`src/rtl/lsu_pkg.sv`:
```
// rtl/lsu_pkg.sv - shared funct3 encodings, FSM state type and lane helpers for the load/store unit
// Contents:
//   F3_*           RV32I load/store funct3 encodings
//   lsu_state_t    load_store_unit FSM state
//   size_mask()    funct3[1:0] -> byte-enable mask before lane shifting
//   funct3_legal() access-type / funct3 legality check
package lsu_pkg;

  localparam logic [2:0] F3_LB  = 3'd0;
  localparam logic [2:0] F3_LH  = 3'd1;
  localparam logic [2:0] F3_LW  = 3'd2;
  localparam logic [2:0] F3_LBU = 3'd4;
  localparam logic [2:0] F3_LHU = 3'd5;
  localparam logic [2:0] F3_SB  = 3'd0;
  localparam logic [2:0] F3_SH  = 3'd1;
  localparam logic [2:0] F3_SW  = 3'd2;

  typedef enum logic [2:0] {
    ST_IDLE,
    ST_REQ0,
    ST_WAIT0,
    ST_REQ1,
    ST_WAIT1,
    ST_RESP
  } lsu_state_t;

  // funct3[1:0] encodes the size for both loads and stores (0=B, 1=H, 2=W).
  function automatic logic [3:0] size_mask(input logic [1:0] size);
    case (size)
      2'd0:    return 4'b0001;
      2'd1:    return 4'b0011;
      default: return 4'b1111;
    endcase
  endfunction

  // Exactly one of is_load/is_store must be set, and funct3 must be a defined encoding.
  function automatic logic funct3_legal(input logic is_load, input logic is_store,
                                        input logic [2:0] f3);
    if (is_load == is_store) return 1'b0;
    if (is_load)
      return (f3 == F3_LB) || (f3 == F3_LH) || (f3 == F3_LW) ||
             (f3 == F3_LBU) || (f3 == F3_LHU);
    return (f3 == F3_SB) || (f3 == F3_SH) || (f3 == F3_SW);
  endfunction

endpackage

```
`src/rtl/lsu_load_align.sv`:
```
// rtl/lsu_load_align.sv - extracts and extends load data from one or two memory words
// Ports:
//   hi      in  32  second word of a split load (0 for single-word loads)
//   lo      in  32  first word
//   off     in  2   byte offset of the access within the first word
//   funct3  in  3   load funct3 (LB/LH/LW/LBU/LHU)
//   result  out 32  extended load result
module lsu_load_align
  import lsu_pkg::*;
(
  input  logic [31:0] hi,
  input  logic [31:0] lo,
  input  logic [1:0]  off,
  input  logic [2:0]  funct3,
  output logic [31:0] result
);

  logic [31:0] window;

  always_comb begin
    // Bring the addressed byte down to lane 0; bytes beyond the size are dropped below.
    window = 32'({hi, lo} >> {off, 3'b000});
    case (funct3)
      F3_LB:   result = {{24{window[7]}}, window[7:0]};
      F3_LH:   result = {{16{window[15]}}, window[15:0]};
      F3_LW:   result = window;
      F3_LBU:  result = {24'h0, window[7:0]};
      F3_LHU:  result = {16'h0, window[15:0]};
      default: result = 32'h0;
    endcase
  end

endmodule

```
`src/rtl/load_store_unit.sv`:
```
// rtl/load_store_unit.sv - MEM-stage load/store initiator for a word-organised data memory
// Ports:
//   clk, reset                 clock, synchronous active-high reset
//   req_valid/req_ready        pipeline access handshake (ready only in IDLE)
//   req_load/req_store         access type
//   req_funct3/addr/wdata      RV32I funct3, byte address, store data
//   resp_valid/fault/rdata     one-cycle completion pulse with fault flag and extended load data
//   mem_req_valid/ready        word request handshake
//   mem_we/addr/wstrb/wdata    word request fields (lane-shifted write data)
//   mem_rvalid/mem_rdata       read data return
module load_store_unit
  import lsu_pkg::*;
#(
  parameter int unsigned SPLIT_MISALIGNED = 1,
  parameter int unsigned WORD_ADDR_W      = 30
) (
  input  logic                   clk,
  input  logic                   reset,
  input  logic                   req_valid,
  output logic                   req_ready,
  input  logic                   req_load,
  input  logic                   req_store,
  input  logic [2:0]             req_funct3,
  input  logic [31:0]            req_addr,
  input  logic [31:0]            req_wdata,
  output logic                   resp_valid,
  output logic                   resp_fault,
  output logic [31:0]            resp_rdata,
  output logic                   mem_req_valid,
  input  logic                   mem_req_ready,
  output logic                   mem_we,
  output logic [WORD_ADDR_W-1:0] mem_addr,
  output logic [3:0]             mem_wstrb,
  output logic [31:0]            mem_wdata,
  input  logic                   mem_rvalid,
  input  logic [31:0]            mem_rdata
);

  lsu_state_t state;

  // Captured access (valid from accept until return to IDLE)
  logic                   load_q;
  logic [2:0]             funct3_q;
  logic [1:0]             off_q;
  logic                   cross_q;
  logic [WORD_ADDR_W-1:0] word1_q;
  logic [3:0]             strb_hi_q;
  logic [31:0]            wdata_hi_q;
  logic [31:0]            lo_q;

  // Lane math on the incoming request
  logic [1:0]             in_off;
  logic [3:0]             in_mask;
  logic [7:0]             in_strb8;
  logic [31:0]            in_wdata_m;
  logic [63:0]            in_data64;
  logic                   in_cross;
  logic                   in_fault;
  logic [WORD_ADDR_W-1:0] in_word0;

  always_comb begin
    in_off     = req_addr[1:0];
    in_mask    = size_mask(req_funct3[1:0]);
    in_strb8   = {4'b0000, in_mask} << in_off;
    // Only the low bytes of wdata are significant; clear the rest so unused lanes carry zeros.
    in_wdata_m = req_wdata & {{8{in_mask[3]}}, {8{in_mask[2]}}, {8{in_mask[1]}}, {8{in_mask[0]}}};
    in_data64  = {32'h0, in_wdata_m} << {in_off, 3'b000};
    in_cross   = |in_strb8[7:4];
    in_word0   = req_addr[WORD_ADDR_W+1:2];
    in_fault   = !funct3_legal(req_load, req_store, req_funct3) ||
                 ((SPLIT_MISALIGNED == 0) && in_cross);
  end

  // Load alignment: WAIT1 combines the held low word with the arriving high word;
  // WAIT0 of an unsplit load uses the arriving word alone with hi forced to zero.
  logic [31:0] align_hi;
  logic [31:0] align_lo;
  logic [31:0] align_result;

  assign align_hi = (state == ST_WAIT1) ? mem_rdata : 32'h0;
  assign align_lo = (state == ST_WAIT1) ? lo_q : mem_rdata;

  lsu_load_align u_align (
    .hi     (align_hi),
    .lo     (align_lo),
    .off    (off_q),
    .funct3 (funct3_q),
    .result (align_result)
  );

  always_ff @(posedge clk) begin
    if (reset) begin
      state         <= ST_IDLE;
      req_ready     <= 1'b1;
      resp_valid    <= 1'b0;
      resp_fault    <= 1'b0;
      resp_rdata    <= 32'h0;
      mem_req_valid <= 1'b0;
      mem_we        <= 1'b0;
      mem_addr      <= '0;
      mem_wstrb     <= 4'h0;
      mem_wdata     <= 32'h0;
      load_q        <= 1'b0;
      funct3_q      <= 3'h0;
      off_q         <= 2'h0;
      cross_q       <= 1'b0;
      word1_q       <= '0;
      strb_hi_q     <= 4'h0;
      wdata_hi_q    <= 32'h0;
      lo_q          <= 32'h0;
    end else begin
      case (state)
        ST_IDLE: begin
          if (req_valid) begin
            load_q     <= req_load;
            funct3_q   <= req_funct3;
            off_q      <= in_off;
            cross_q    <= in_cross;
            word1_q    <= in_word0 + WORD_ADDR_W'(1);
            strb_hi_q  <= in_strb8[7:4];
            wdata_hi_q <= in_data64[63:32];
            req_ready  <= 1'b0;
            if (in_fault) begin
              state      <= ST_RESP;
              resp_valid <= 1'b1;
              resp_fault <= 1'b1;
              resp_rdata <= 32'h0;
            end else begin
              state         <= ST_REQ0;
              mem_req_valid <= 1'b1;
              mem_we        <= req_store;
              mem_addr      <= in_word0;
              mem_wstrb     <= req_store ? in_strb8[3:0] : 4'h0;
              mem_wdata     <= req_store ? in_data64[31:0] : 32'h0;
            end
          end
        end

        ST_REQ0, ST_REQ1: begin
          if (mem_req_ready) begin
            mem_req_valid <= 1'b0;
            mem_we        <= 1'b0;
            mem_wstrb     <= 4'h0;
            mem_wdata     <= 32'h0;
            if (load_q) begin
              state <= (state == ST_REQ0) ? ST_WAIT0 : ST_WAIT1;
            end else if ((state == ST_REQ0) && cross_q) begin
              // Second half of a split store goes out straight away.
              state         <= ST_REQ1;
              mem_req_valid <= 1'b1;
              mem_we        <= 1'b1;
              mem_addr      <= word1_q;
              mem_wstrb     <= strb_hi_q;
              mem_wdata     <= wdata_hi_q;
            end else begin
              state      <= ST_RESP;
              resp_valid <= 1'b1;
              resp_fault <= 1'b0;
              resp_rdata <= 32'h0;
            end
          end
        end

        ST_WAIT0: begin
          if (mem_rvalid) begin
            lo_q <= mem_rdata;
            if (cross_q) begin
              state         <= ST_REQ1;
              mem_req_valid <= 1'b1;
              mem_we        <= 1'b0;
              mem_addr      <= word1_q;
              mem_wstrb     <= 4'h0;
              mem_wdata     <= 32'h0;
            end else begin
              state      <= ST_RESP;
              resp_valid <= 1'b1;
              resp_fault <= 1'b0;
              resp_rdata <= align_result;
            end
          end
        end

        ST_WAIT1: begin
          if (mem_rvalid) begin
            state      <= ST_RESP;
            resp_valid <= 1'b1;
            resp_fault <= 1'b0;
            resp_rdata <= align_result;
          end
        end

        ST_RESP: begin
          state      <= ST_IDLE;
          resp_valid <= 1'b0;
          resp_fault <= 1'b0;
          resp_rdata <= 32'h0;
          req_ready  <= 1'b1;
        end

        default: state <= ST_IDLE;
      endcase
    end
  end

endmodule

```
`config.mk`:
```
export PLATFORM = sky130hd
export DESIGN_NAME = load_store_unit
export DESIGN_NICKNAME = d
export VERILOG_FILES = /design/src/rtl/lsu_pkg.sv /design/src/rtl/lsu_load_align.sv /design/src/rtl/load_store_unit.sv
export SDC_FILE = /design/constraint.sdc
export NUM_CORES = 1
export LEC_CHECK = 0
export BUFFER_PORTS_ARGS = -buffer_cell sky130_fd_sc_hd__buf_2
export CORE_MARGIN = 10
export CORE_UTILIZATION = 38
export DETAILED_ROUTE_END_ITERATION = 12
export GPL_TIMING_DRIVEN = 1
export SLEW_MARGIN = 10
export SYNTH_ARGS = -nofsm -noshare
export SYNTH_HDL_FRONTEND = slang
export SYNTH_HIERARCHICAL = 1
export SYNTH_SLANG_ARGS = --single-unit
```
`constraint.sdc`:
```
create_clock -name clk -period 7.9 [get_ports clk]
set_clock_uncertainty 0.2 [all_clocks]
set_input_delay 1.58 -clock clk [delete_from_list [all_inputs] [get_ports clk]]
set_output_delay 1.58 -clock clk [all_outputs]
set_load 0.005 [all_outputs]
```
# Word level (Yosys, flattened, before mapping)
# Cells that the tools add are included.
[classes]
shift = 3
mux = 87
add_sub_neg = 1
bitwise_logic = 1
n_reduce_logical = 21
eq_ne = 26
[ops]
columns = ["operator", "n"]
rows = [
  ["$mux W32", 18],
  ["$pmux W32 S5", 2],
  ["$mux W30", 7],
  ["$pmux W32 S3", 1],
  ["$pmux W30 S3", 1],
  ["$shl A32 B5 Y64", 1],
  ["$shr A64 B5 Y32", 1],
  ["$mux W1", 33],
  ["$and A32 B32 Y32", 1],
  ["$mux W4", 8],
  ["$add A30 B1 Y30 const B", 1],
  ["$mux W3", 9],
  ["$ne A2 B2 Y1 const B", 11],
  ["$eq A3 B3 Y1 const B", 6],
  ["$eq A3 B2 Y1 const B", 4],
  ["$pmux W3 S4", 1],
  ["$pmux W4 S3", 1],
  ["$pmux W1 S5", 2],
  ["$eq A3 B1 Y1 const B", 3],
  ["$logic_not A3 Y1", 3],
  ["$reduce_and A9 Y1", 1],
  ["$pmux W4 S2", 1],
  ["$reduce_and A8 Y1", 1],
  ["$shl A4 B2 Y8", 1],
  ["15 further kinds", 21],
]
[word_totals]
register_bits = 211
output_inout_bits = 103
wordCells = 157

# Depth between registers and ports, before layout
[depth]
word_depth = 11
ltp_mapped = 11
depth_no_buf = 8

# Cells and area by module
# Netlist, hierarchy kept.
[by_module_without_submodules]
columns = ["mod", "area_per_inst_um2", "seq_area_each_um2", "n_inst", "cells_per_inst"]
rows = [
  ["load_store_unit", 9790.6, 4043.9, 1, 1163],
  ["lsu_load_align", 1212.4, 0.0, 1, 117],
]

# Worst setup path after synthesis
# No wires, ideal clock.
[synth_path]
path_type = "input -> register"
startpoint = "in req_addr[6]"
endpoint = "reg word1_q[20]"
arrival_ns = 3.063
path_buffers = 2
setup_slack_ns = 4.546
required_time_ns = 7.609
stages = 6
cell_sequence = "buf_2 -> nand4_2 -> or4_4 -> buf_6 -> or3_1 -> a311oi_1"
[synth_between]
elab_chain_len = 1
[synth_lines]
columns = ["element", "line", "source"]
rows = [
  ["start: declaration", "load_store_unit.sv:24", "input logic [31:0] req_addr,"],
  ["$add A30 B1 Y30", "load_store_unit.sv:119", "word1_q <= in_word0 + WORD_ADDR_W'(1);"],
  ["end signal: assignment", "load_store_unit.sv:119", ""],
  ["end: declaration", "load_store_unit.sv:46", "logic [WORD_ADDR_W-1:0] word1_q;"],
]
# No other way between the ends.
# A chain may end at the register's enable or synchronous reset.

# Worst setup path in the final report
[layout_path]
startpoint = "in req_funct3[1]"
endpoint = "reg mem_addr[21]"
[layout_between]
elab_chain_len = 10
elab_cells_between_ends = 14
[layout_lines]
columns = ["element", "line", "source"]
rows = [
  ["start: declaration", "load_store_unit.sv:23", "input logic [2:0] req_funct3,"],
  ["$eq A3 B1 Y1 or $logic_not A3 Y1 (tied branches)", "lsu_pkg.sv:41, lsu_pkg.sv:43", ""],
  ["$logic_or A1 B1 Y1 (2 in series)", "lsu_pkg.sv:41, lsu_pkg.sv:43", ""],
  ["$logic_or A1 B1 Y1", "lsu_pkg.sv:41", "return (f3 == F3_LB) || (f3 == F3_LH) || (f3 == F3_LW) ||"],
  ["$logic_or A1 B1 Y1", "lsu_pkg.sv:42", "(f3 == F3_LBU) || (f3 == F3_LHU);"],
  ["$mux W1", "lsu_pkg.sv:40", "if (is_load)"],
  ["$mux W1 (*)", "lsu_pkg.sv:43", "return (f3 == F3_SB) || (f3 == F3_SH) || (f3 == F3_SW);"],
  ["$mux W1 (*)", "lsu_pkg.sv:40", ""],
  ["$ne A2 B2 Y1 (no source line) (*)", "n/a", ""],
  ["$reduce_and A8 Y1 (no source line) (*)", "n/a", ""],
  ["end signal: assignment", "load_store_unit.sv:132", "mem_addr <= in_word0;"],
  ["end signal: assignment", "load_store_unit.sv:152", "mem_addr <= word1_q;"],
  ["end signal: assignment", "load_store_unit.sv:171", "mem_addr <= word1_q;"],
  ["end: declaration", "load_store_unit.sv:32", "output logic [WORD_ADDR_W-1:0] mem_addr,"],
]
# Mark *: on every way between the ends. The rest lies on a longest branch, timed or not.

==> summary.txt <==
Outcome
  – Status: finished clean

Detailed routing
  – Drt wl/cell: approximately 19 um
  – Via density per instance: 5.63
  – Number of iterations in the first detailed-routing pass: 6
  – Number of DRC violations after detailed routing: 0
  – Vias post-DR: ~10000
  – Detail Route Antenna Nets: 0
  – Final wirelength: approximately 34 mm
  – Count of routing violations after the opening detailed-route iteration: 764

Clock tree
  – Bufs on Longest Clock Path: 3
  – Clock slew seen by the registers of the worst setup and hold paths: 60 ps
  – Post-CTS Setup Repair Bufs: 0
  – Hold buffer count at cts: 0
  – Maximum level of the CTS H-tree: 1
  – Cts bufs inserted: 25
  – Clock tree sinks: 202
  – Source-to-sink clock delay at the later pin of the worst-skew pair: 530 ps
  – Resize count post-CTS: 0
  – Clock tree root buffer cell: clkbuf_16
  – Clock tree from TritonCTS: done

Layout
  – Synthesis-to-layout area growth: 18.0%
  – Fraction of final layout cells sized beyond drive strength 1: approximately a quarter
  – Nets: ~1500
  – Cell area after layout: ~0.013 mm^2

STA
  – Worst slew pin tran: 1050 ps
  – Final Critical Period: 3800 ps
  – Max transition margin: a little under a third
  – Fmax achieved: 263 MHz
  – Fin worst setup slack: 4100 ps
  – Setup total negative slack: 0 ps
  – Final number of setup-violating endpoints: 0
  – Max-slew violation count: 0
  – RSZ-0062 raised after global routing: no
  – Share of the clock period used by the worst path after layout: approximately half
  – Final number of hold-violating endpoints: 0

Min path
  – Hold Crit Endpoint: lo_q[7]
  – Hold WC Path Type: flip-flop to flip-flop
  – Worst Hold Launch: lo_q[7]
  – Depth of the worst hold-timing path: 2

Worst setup path
  – Critical path fanouts, max: 36
  – Largest delay share family, worst path: buffers and inverters
  – CP required: 8070 ps
  – Type of origin of the critical path: input pin
  – Flop2flop setup slack: roughly 4200 ps
  – Delay of the slowest cell on the worst path: 580 ps
  – Register-to-Register Path Depth: 9
  – Cell breakdown of the critical path: buf_2 > o21a_1 > a2111o_1 > a22oi_2 > buf_4 > and2_1 > buf_4 > a211oi_1
  – Standard cell with the maximum stage delay on the critical path: and2_1
  – Endpoint of the worst-slack reg-to-reg timing path: resp_rdata[21]
  – Most used cell along the critical path: buf_4
  – Kind of critical path: input pin to flip-flop
  – Endpoint kind of the worst setup timing path: flip-flop
  – Worst path bufs/invs: 3
  – Reg-to-reg critical path startpoint: state[0]
  – Data arrival at the endpoint of the critical path: 3970 ps

Synth
  – Netlist area before placement: ~0.011 mm^2
  – Post-Synthesis Cells: around 1300
  – Post-synthesis average cell area: 8.61 um^2
  – Number of warnings reported in the yosys synthesis log: 6
  – Total nets after synthesis: 1379

Power
  – Power per standard cell area: 247 mW/mm^2
  – Worst vdd ir: between 0.00015 and 0.0002 V
  – Leakage power summed over all cells: 4.92 nW

Floorplanning
  – Initial standard-cell utilization of the core: 38.4%
  – Area of the core: 0.0285 mm^2
  – Die area: 0.0360 mm^2
  – Number of ports placed on the die boundary: approximately 210
  – Die Span Y: 190 um
  – Number of cell rows: 62
  – Chip Width: about 190 um

Global routing
  – Residual overflow from global routing: 0
  – Vias in the first global route: 9614
  – Maximum number of pins on one net before global-route repair: 112
  – Initial antenna violation count: 2
  – Overall global routing resource usage: between 10% and 20%
  – Global-route wire length before repair: 54.2 mm

Run
  – # Max-Cap Violations: 0

Place
  – Final HPWL from detailed placement: 23.5 mm
  – Pre-CTS WS: between 3000 and 4000 ps
  – Number of I/O port buffers: 208
  – Weighted congestion reported at the end of routability-driven placement: between 0.8 and 0.9
  – Placed Instance Area: about 0.012 mm^2
[per-stage QoR]
stage	power [mW]	instances	utilization, %	hold WS (ps)
detailed placement	2.08	1752	42.5	244
CTS	3.22	1796	45.3	253
finish	3.19	1797	45.3	251
global route	3.37	1796	45.3	268
global placement	2.07	1752	42.5	239
floorplan	1.80	1272	-	233
[how the worst max path moves through the flow]
| stage | cells past startpoint | slack [ps] | start | endpoint |
|---|---|---|---|---|
| final | 8 | 4100 | req_funct3[1] | mem_addr[21] |
| after global routing | 8 | 3910 | req_funct3[1] | mem_addr[23] |
| after CTS | 8 | 4150 | req_funct3[1] | mem_addr[23] |
| after detailed placement | 8 | 3580 | req_funct3[1] | mem_addr[23] |
| after global placement | 8 | 3590 | req_funct3[1] | mem_addr[23] |
| after floorplan | 6 | 4550 | req_addr[6] | word1_q[20] |
[where the power goes]
group | total (mW) | switching [mW] | internal, mW
clock network | 1.13 | 0.466 | 0.668
registers | 1.21 | 0.0830 | 1.13
logic | 0.844 | 0.490 | 0.354
total | 3.19 | 1.04 | 2.15
[final cells by class]
cell class	count	area (um^2)
diodes	1	2.50
clock buffers	31	668
clock inverters	13	136
fillers	2935	15600
multi-input cells	902	6270
inverters	37	139
repair buffers	227	1190
flip-flops and latches	202	4050
well taps	384	480
[cells in the final DEF (no fill, tap or decap), types with 5 or more instances in the layout]
master / count
dfxtp_1: 201
o32ai_1: 32
a311oi_1: 13
nand2b_1: 10
nand3_1: 46
buf_4: 19
mux4_2: 32
inv_1: 37
nand2_1: 148
and3_1: 25
nor2_1: 99
a31o_2: 8
a31oi_1: 16
or3_1: 6
a211oi_1: 75
xnor2_1: 11
o21ai_0: 44
nor3b_1: 11
clkinv_2: 5
nor2b_1: 15
xor2_1: 15
nand4_1: 9
a22oi_1: 32
a221oi_1: 9
clkbuf_16: 25
mux2_2: 42
o21a_1: 7
nor3_1: 10
a21oi_1: 85
a32o_1: 8
a32oi_1: 8
mux2i_1: 32
buf_2: 207
[routing by layer]
layer / track usage [%] / wire length [um] / vias up
met5: 0 / 13 / -
met4: 4.06 / 556 / 2
met3: 4.60 / 2460 / 43
met2: 28.2 / 15500 / 289
met1: 24.9 / 15900 / 4840
li1: - / - / 4942
[worst reg2reg max path, cell delays in order (launching register included)]
cell,delay (ps)
dfxtp_1,920
nor2_1,110
buf_4,250
nand2_1,200
mux2_2,400
mux2_1,320
a32oi_2,670
a31oi_1,220
nand3_1,150
o32ai_1,90
[registers in the layout (all words and copies together), names as in the netlist]
register,count
resp_valid,1
load_q,1
resp_fault,1
req_ready,1
mem_we,1
lo_q,32
state,3
resp_rdata,32
cross_q,1
wdata_hi_q,24
strb_hi_q,3
mem_addr,30
word1_q,30
mem_wdata,32
mem_wstrb,4
funct3_q,3
off_q,2
mem_req_valid,1
No activity file was read; power rests on OpenSTA's default activity.
